<file path="config.mk">
export PLATFORM = sky130hd
export DESIGN_NAME = bk_ctrl
export DESIGN_NICKNAME = d
export VERILOG_FILES = /design/src/rtl/bk_pkg.sv /design/src/rtl/edge_rise.sv /design/src/rtl/bk_ctrl.sv
export SDC_FILE = /design/constraint.sdc
export NUM_CORES = 1
export LEC_CHECK = 0
export CELL_PAD_IN_SITES_DETAIL_PLACEMENT = 2
export CELL_PAD_IN_SITES_GLOBAL_PLACEMENT = 2
export CORE_UTILIZATION = 33
export DETAILED_ROUTE_END_ITERATION = 7
export HOLD_SLACK_MARGIN = 0.06
export PLACE_DENSITY_LB_ADDON = 0.1
export SYNTH_ARGS = -nofsm -noshare
export SYNTH_HDL_FRONTEND = slang
export SYNTH_SLANG_ARGS = --single-unit
export TNS_END_PERCENT = 5
</file>
<file path="constraint.sdc">
create_clock -name clk_sys -period 2.9 [get_ports clk_sys]
set_clock_uncertainty 0.2 [all_clocks]
set_input_delay 0.58 -clock clk_sys [delete_from_list [all_inputs] [get_ports clk_sys]]
set_output_delay 0.58 -clock clk_sys [all_outputs]
set_load 0.02 [all_outputs]
</file>
<file path="src/rtl/bk_pkg.sv">
// Shared types and defaults for the backup-RAM transfer sequencer.
package bk_pkg;

   typedef enum logic [1:0] {
      IDLE = 2'd0,
      REQ  = 2'd1,
      XFER = 2'd2
   } state_t;

   localparam logic [23:0] TIMEOUT_DEF = 24'd12_000_000;

endpackage

</file>
<file path="src/rtl/edge_rise.sv">
// Registered rising-edge detector: samples d, then flags cur & ~prev.
module edge_rise (
   input  logic clk,
   input  logic rst_n,
   input  logic d,
   output logic rise
);

   logic cur;
   logic prev;

   always_ff @(posedge clk or negedge rst_n) begin
      if (!rst_n) begin
         cur  <= 1'b0;
         prev <= 1'b0;
      end else begin
         cur  <= d;
         prev <= cur;
      end
   end

   assign rise = cur & ~prev;

endmodule

</file>
<file path="src/rtl/bk_ctrl.sv">
// Sequences SECTORS consecutive SD block transfers between NVRAM and the SD
// image on load/save/auto triggers, with per-edge timeout and dirty tracking.
module bk_ctrl
   import bk_pkg::*;
#(
   parameter int          SECTORS  = 64,
   parameter bit          AUTOSAVE = 1'b1,
   parameter logic [23:0] TIMEOUT  = TIMEOUT_DEF
) (
   input  logic        clk_sys,
   input  logic        RESET_n,
   input  logic        ena,
   input  logic        img_nz,
   input  logic        dl_done,
   input  logic        load_req,
   input  logic        save_req,
   input  logic        osd_open,
   input  logic        nvram_we,
   input  logic        sd_ack,
   output logic [31:0] sd_lba,
   output logic        sd_rd,
   output logic        sd_wr,
   output logic        busy,
   output logic        loading,
   output logic        dirty,
   output logic        err
);

   localparam int LBA_W = (SECTORS > 1) ? $clog2(SECTORS) : 1;
   localparam logic [LBA_W-1:0] LAST_LBA = LBA_W'(SECTORS - 1);

   state_t           state;
   logic [LBA_W-1:0] lba;
   logic [23:0]      tmr;
   logic             ack_q;
   logic             load_rise;
   logic             save_rise;
   logic             osd_rise;
   logic             go_load;
   logic             go_save;
   logic             ack_rise;
   logic             ack_fall;
   logic             timed_out;

   edge_rise u_load (.clk(clk_sys), .rst_n(RESET_n), .d(load_req & ena), .rise(load_rise));
   edge_rise u_save (.clk(clk_sys), .rst_n(RESET_n), .d(save_req & ena), .rise(save_rise));
   edge_rise u_osd  (.clk(clk_sys), .rst_n(RESET_n), .d(osd_open & ena), .rise(osd_rise));

   // Load outranks save; auto-load outranks the OSD load edge.
   assign go_load   = (dl_done & ena & img_nz) | load_rise;
   assign go_save   = save_rise | (osd_rise & dirty & AUTOSAVE);
   assign ack_rise  = sd_ack & ~ack_q;
   assign ack_fall  = ~sd_ack & ack_q;
   assign timed_out = (tmr >= TIMEOUT - 24'd1);
   assign sd_lba    = 32'(lba);

   always_ff @(posedge clk_sys or negedge RESET_n) begin
      if (!RESET_n) begin
         state   <= IDLE;
         lba     <= '0;
         tmr     <= '0;
         ack_q   <= 1'b0;
         sd_rd   <= 1'b0;
         sd_wr   <= 1'b0;
         busy    <= 1'b0;
         loading <= 1'b0;
         dirty   <= 1'b0;
         err     <= 1'b0;
      end else begin
         ack_q <= sd_ack;
         case (state)
            IDLE: begin
               if (go_load || go_save) begin
                  state   <= REQ;
                  lba     <= '0;
                  tmr     <= '0;
                  sd_rd   <= go_load;
                  sd_wr   <= ~go_load;
                  busy    <= 1'b1;
                  loading <= go_load;
                  err     <= 1'b0;
                  if (!go_load) dirty <= 1'b0;
               end
            end
            REQ, XFER: begin
               if (state == REQ && ack_rise) begin
                  sd_rd <= 1'b0;
                  sd_wr <= 1'b0;
                  tmr   <= '0;
                  state <= XFER;
               end else if (state == XFER && ack_fall) begin
                  tmr <= '0;
                  if (lba == LAST_LBA) begin
                     state   <= IDLE;
                     busy    <= 1'b0;
                     loading <= 1'b0;
                     if (loading) dirty <= 1'b0;
                  end else begin
                     lba   <= lba + LBA_W'(1);
                     sd_rd <= loading;
                     sd_wr <= ~loading;
                     state <= REQ;
                  end
               end else if (timed_out) begin
                  // An aborted save leaves NVRAM unsaved, so mark it dirty again.
                  state   <= IDLE;
                  err     <= 1'b1;
                  sd_rd   <= 1'b0;
                  sd_wr   <= 1'b0;
                  busy    <= 1'b0;
                  loading <= 1'b0;
                  if (!loading) dirty <= 1'b1;
               end else begin
                  tmr <= tmr + 24'd1;
               end
            end
            default: state <= IDLE;
         endcase
         // Console writes win over the save-start clear in the same cycle.
         if (nvram_we && !loading) dirty <= 1'b1;
      end
   end

endmodule

</file>
# --- Yosys cells after proc, flatten, opt, wreduce, memory -nomap -nowiden ---
# Cells that the tools add are included.
# W data, S select, Z words.
op_classes:
  n_addsub: 2
  magnitude_cmp: 1
  eq_ne: 21
  mux: 48
  n_bitwise: 20
  reduce_logical: 16
op_table:
  columns: ["cell", "n"]
  rows:
  - ["$mux W24", 4]
  - ["$pmux W24 S2", 1]
  - ["$ne A4 B4 Y1 const B", 7]
  - ["$mux W1", 27]
  - ["$add A24 B1 Y24 const B", 1]
  - ["$ge A24 B24 Y1 const B", 1]
  - ["$mux W6", 4]
  - ["$ne A3 B3 Y1 const B", 5]
  - ["$reduce_and A5 Y1", 3]
  - ["$ne A2 B2 Y1 const B", 6]
  - ["$pmux W1 S2", 6]
  - ["$pmux W6 S2", 1]
  - ["$and A1 B1 Y1", 11]
  - ["$mux W2", 4]
  - ["$reduce_and A8 Y1", 1]
  - ["$not A1 Y1", 7]
  - ["$add A6 B1 Y6 const B", 1]
  - ["$eq A6 B6 Y1 const B", 1]
  - ["$pmux W2 S2", 1]
  - ["$reduce_and A4 Y1", 1]
  - ["$logic_and A1 B1 Y1", 3]
  - ["$reduce_and A3 Y1", 1]
  - ["$reduce_bool A3 Y1", 1]
  - ["$eq A2 B1 Y1 const B", 1]
  - ["other kinds (8)", 9]
word_totals:
  regBits: 45
  input_bits: 10
  output_inout_bits: 38
  wordCells: 124

# --- Longest topological paths before layout ---
logic_depth:
  word_depth: 8
  ltp_mapped: 11

# --- Cells and area by module ---
# From an unflattened synthesis, not the netlist that was laid out.
unflattened:
  cells_unflattened: 295
  area_unflattened_um2: 2755.1
modules_own_cells:
  columns: ["mod", "instances", "cells_each", "area_each_um2", "seq_area_each_um2"]
  rows:
  - ["bk_ctrl", 1, 286, 2563.7, 975.9]
  - ["edge_rise", 3, 3, 63.8, 50.0]

# --- Least setup slack after synthesis ---
# No wires, ideal clock.
synth_timing:
  path_kind: "register to register"
  from: "reg state[0]"
  to: "reg tmr[11]"
  arrival_ps: 2141
  path_slack_ps: 467
  path_stages_with_launch: 11
  n_path_buf: 4
  synth_period_minus_slack_ps: 2433
  path_cell_list: "dfrtp_1 > inv_1 > ha_1 > buf_2 > inv_1 > or3_1 > clkbuf_1 > or2_1 > buf_6 > buf_6 > o31ai_2"
synth_via:
  elab_chain_len: 5
  elab_cells_between_ends: 13
  cone_classes: "eq/ne: 4; mux: 3; reduce/logical: 6"
synth_rtl:
  columns: ["item", "line_no", "text"]
  rows:
  - ["start, declared", "bk_ctrl.sv:32", "state_t state;"]
  - ["start signal, assigned", "bk_ctrl.sv:59", "state <= IDLE;"]
  - ["start signal, assigned", "bk_ctrl.sv:74", "state <= REQ;"]
  - ["start signal, assigned", "bk_ctrl.sv:90", "state <= XFER;"]
  - ["$eq A2 B2 Y1", "bk_ctrl.sv:71, bk_ctrl.sv:91", null]
  - ["$logic_and A1 B1 Y1", "bk_ctrl.sv:91", "end else if (state == XFER && ack_fall) begin"]
  - ["$mux W24", "bk_ctrl.sv:91", null]
  - ["$mux W24", "bk_ctrl.sv:86", "if (state == REQ && ack_rise) begin"]
  - ["$pmux W24 S2", "bk_ctrl.sv:71", "case (state)"]
  - ["end signal, assigned", "bk_ctrl.sv:114", "tmr <= tmr + 24'd1;"]
  - ["end, declared", "bk_ctrl.sv:34", "logic [23:0] tmr;"]
# Parallel ways exist; a longest one is shown, timed or not.
# A chain may end at the register's enable or synchronous reset.

# --- Worst setup path after layout ---
layout_timing:
  from: "reg state[0]"
  to: "reg tmr[7]"
# The elaborated chain is that of the path after synthesis.

==> run_results.csv <==
group,metric,value,unit
run_status,outcome,"complete, no violations",
global_routing,groute.usage.overall,0.1762,
final_layout,biggestRegsByFlops,"tmr (24), lba (6), state (2)",
critical_path,timing_worst_setup_path_type,"flip-flop to flip-flop",
drt,remaining_drc_errors,0,
synthesis,ys_ff_latch,45,
synthesis,post_synth_instance_area,2866,um^2
pwr,p_leak,1.356,nW
drt,final_antenna_net_count,0,
synthesis,syn_avg_cell_area,9.071,um^2
global_routing,grt_start_max_net_pins,46,
clock_network,sinks_on_clock_net,45,
pwr,irDropWorstVdd,0.3885,mV
global_routing,grt_antenna_before_repair,0,
clock_network,cts_root_buf,"clkbuf_8",
critical_path,crit-reg2reg-launch,"state[0]",
drt,via_count,2386,
floorplan,number_of_rows_in_the_core_area,33,
global_routing,grt.overflow.total,0,
critical_path,critPathMaxFanout,23,
timing,fin_crit_sh,0.8982,
final_layout,largest-register,"tmr",
synthesis,synth_area_leader_cell,"dfrtp_1",
final_layout,flow.area_growth_from_synthesis,13.23,%
critical_path,crit_path_start,"state[0]",
place,finalWeightedCongestion,0.7358,
timing,timing_max_transition_violations_final,0,
final_layout,finish.instance_area,3246,um^2
critical_path,reg2reg_depth,7,
timing,timing.setup.tns,0,ps
clock_network,cts-buffers-inserted,5,
pwr,power_density,889.5,nW/um^2
place,io_buffer_count,21,
floorplan,boundaryPins,48,
synthesis,yosysMostFrequentCell,"dfrtp_1",
timing,fin_crit,2605,ps
timing,worst-slew-pin-transition,623.8,ps
place,placedInstanceArea,3142,um^2
timing,final_setup_fails,0,
floorplan,initial_utilization,0.3454,
final_layout,fillers,944,
floorplan,chipHeight,95.20,um
critical_path,crit_path_end,"tmr[7]",
drt,wl_per_cell,16.36,um
clock_network,buffer_levels_on_the_longest_clock_path,2,
clock_network,ctsResizeCount,0,
synthesis,synthArstFlopShare,1.000,
synthesis,synthesis.yosys.warnings,0,
critical_path,timing.critical_path.slowest_cell_delay,440,ps
global_routing,grt_pass1_wl,12.43,mm
critical_path,cp_slowest_cell,"ha_1",
place,place_ws,178.5,ps
timing,max_freq,383.9,MHz
final_layout,largest_reg_flops,24,
global_routing,first_global_vias,2475,
critical_path,worst_path_most_repeated_cell,"inv_1",
synthesis,synth.top_cells.by_count,"45 x dfrtp_1, 29 x o21ai_0, 26 x buf_4",
clock_network,clkSlewWorstSetupHoldPaths,90,ps
synthesis,synth_edf_count,0,
clock_network,htreeDepth,2,
synthesis,most_used_flip_flop_cell_after_synthesis,"dfrtp_1",
clock_network,clk-insertion-delay-late,300,ps
timing,finalHoldViolations,0,
drt,vias_per_cell,5.338,
synthesis,number_of_library_cell_types_mapped_by_synthesis,51,
drt,postRouteWirelength,7.312,mm
critical_path,cp_cell_sequence,"inv_1 > ha_1 > inv_1 > or3_1 > or2_1 > buf_12 > o31ai_1",
clock_network,cts_hold_buffers,0,
critical_path,cp_data_required_time,2910,ps
synthesis,synth.yosys.seq_area_share,0.3928,
floorplan,die_area,9063,um^2
clock_network,cts_tree,"yes",
critical_path,endpoint_kind,"flip-flop",
critical_path,worstReg2RegEnd,"tmr[7]",
critical_path,rrSetupSlack,300,ps
timing,max_slew_margin,0.5810,
worst_hold_path,hold_path.class,"primary input to asynchronous set/reset pin",
final_layout,post_route_cells_drive_above_1_share,0.1404,
pwr,finalPower,0.002887,W
floorplan,design.core.area,8299,um^2
run,max_capacitance_violation_count,0,
synthesis,post_synth_inst_count,316,
final_layout,finalNetCount,358,
drt,detailedRoute.firstIterationViolations,45,
place,half_perimeter_wire_length_after_placement,5.180,mm
critical_path,timing.critical_path.from_type,"flip-flop",
floorplan,die-width,95.20,um
final_layout,n_antenna_cell,0,
synthesis,post-synth-top-area-fraction,0.3928,
timing,grt_setup_unrepaired,"no",
final_layout,core_occupancy_in_the_finished_layout,0.3911,
drt,firstDrtPassIters,4,
synthesis,ys_top_cells_by_area,"dfrtp_1 39%, buf_4 6.8%, o31ai_2 6.1%",
clock_network,cts_setup_buffers,0,
timing,setup_ws,295.3,ps
critical_path,critPathArrivalTime,2620,ps
## worst max-delay path, delay by kind of cell, from the launching register on
| family | cells | cell delay (ps) |
|---|---|---|
| AO/OA/AOI/OAI | 1 | 230 |
| AND/OR/NAND/NOR | 2 | 720 |
| flip-flops | 1 | 420 |
| buffers and inverters | 3 | 480 |
| adder cells (fa/ha/maj) | 1 | 440 |
## cells in the final DEF (no fill, tap or decap), drive strengths merged, types with 5 or more instances in the layout
master | netlist | routed
a21oi | 15 | 15
conb | 1 | 26
and3 | 6 | 6
inv | 13 | 13
nand3 | 16 | 16
and2 | 9 | 9
nand4 | 6 | 6
clkbuf | 9 | 5
nor3 | 5 | 5
a31oi | 11 | 11
dfrtp | 45 | 45
ha | 6 | 6
buf | 34 | 17
nand2 | 17 | 17
nor2 | 26 | 26
o31ai | 19 | 19
o21ai | 36 | 36
clkdlybuf4s50 | 0 | 20
## metal layers
layer  share of wire  GRT usage
met4          0.0071    0.03788
met5               0          0
met1            0.47     0.2290
met3           0.022    0.02632
met2            0.50     0.3071
## power breakdown
group          total [W]  internal (W)  switching (W)
logic            0.00162      0.000610        0.00101
registers       0.000790      0.000707      0.0000820
clock network   0.000479      0.000251       0.000228
## final cells by class
class	instances	area (um^2)	share of cell area
timing repair buffer	37	350.3	0.1079
sequential	45	1126	0.3470
multi-input combinational	240	1485	0.4576
inverter	13	48.80	0.01503
clock buffer	5	68.82	0.02120
tap	105	131.4	0.04048
clock inverter	2	35.03	0.01079
## worst min-delay path by stage
stage | endpoint | slack [ps] | depth (start not counted)
after floorplan | ack_q | 80 | 0
after global placement | u_load.prev | 160 | 0
after detailed placement | u_load.prev | 160 | 0
after CTS | u_osd.cur | 60 | 2
after global routing | u_osd.cur | 60 | 2
final | u_osd.cur | 30 | 2
## through the flow
step / std cells / hold slack [ps]
2_1_floorplan: 341 / 84.41
3_3_place_gp: 440 / 160.0
3_5_place_dp: 440 / 161.7
4_1_cts: 447 / 62.12
5_1_grt: 447 / 63.86
6_report: 447 / 31.08
## cells by family (layout without fill, tap and decap cells)
| family | count (synthesis) | count (layout) | share of synthesized area |
|---|---|---|---|
| AOI/OAI and AO/OA | 98 | 98 | 0.2462 |
| adders and majority gates | 6 | 6 | 0.02619 |
| buffers and inverters | 56 | 57 | 0.1218 |
| DFF | 45 | 45 | 0.3928 |
| muxes | 4 | 4 | 0.01484 |
| other | 1 | 26 | 0.001308 |
| and+or+nand+nor | 106 | 106 | 0.1969 |
Power figures use the tool's default switching activity.
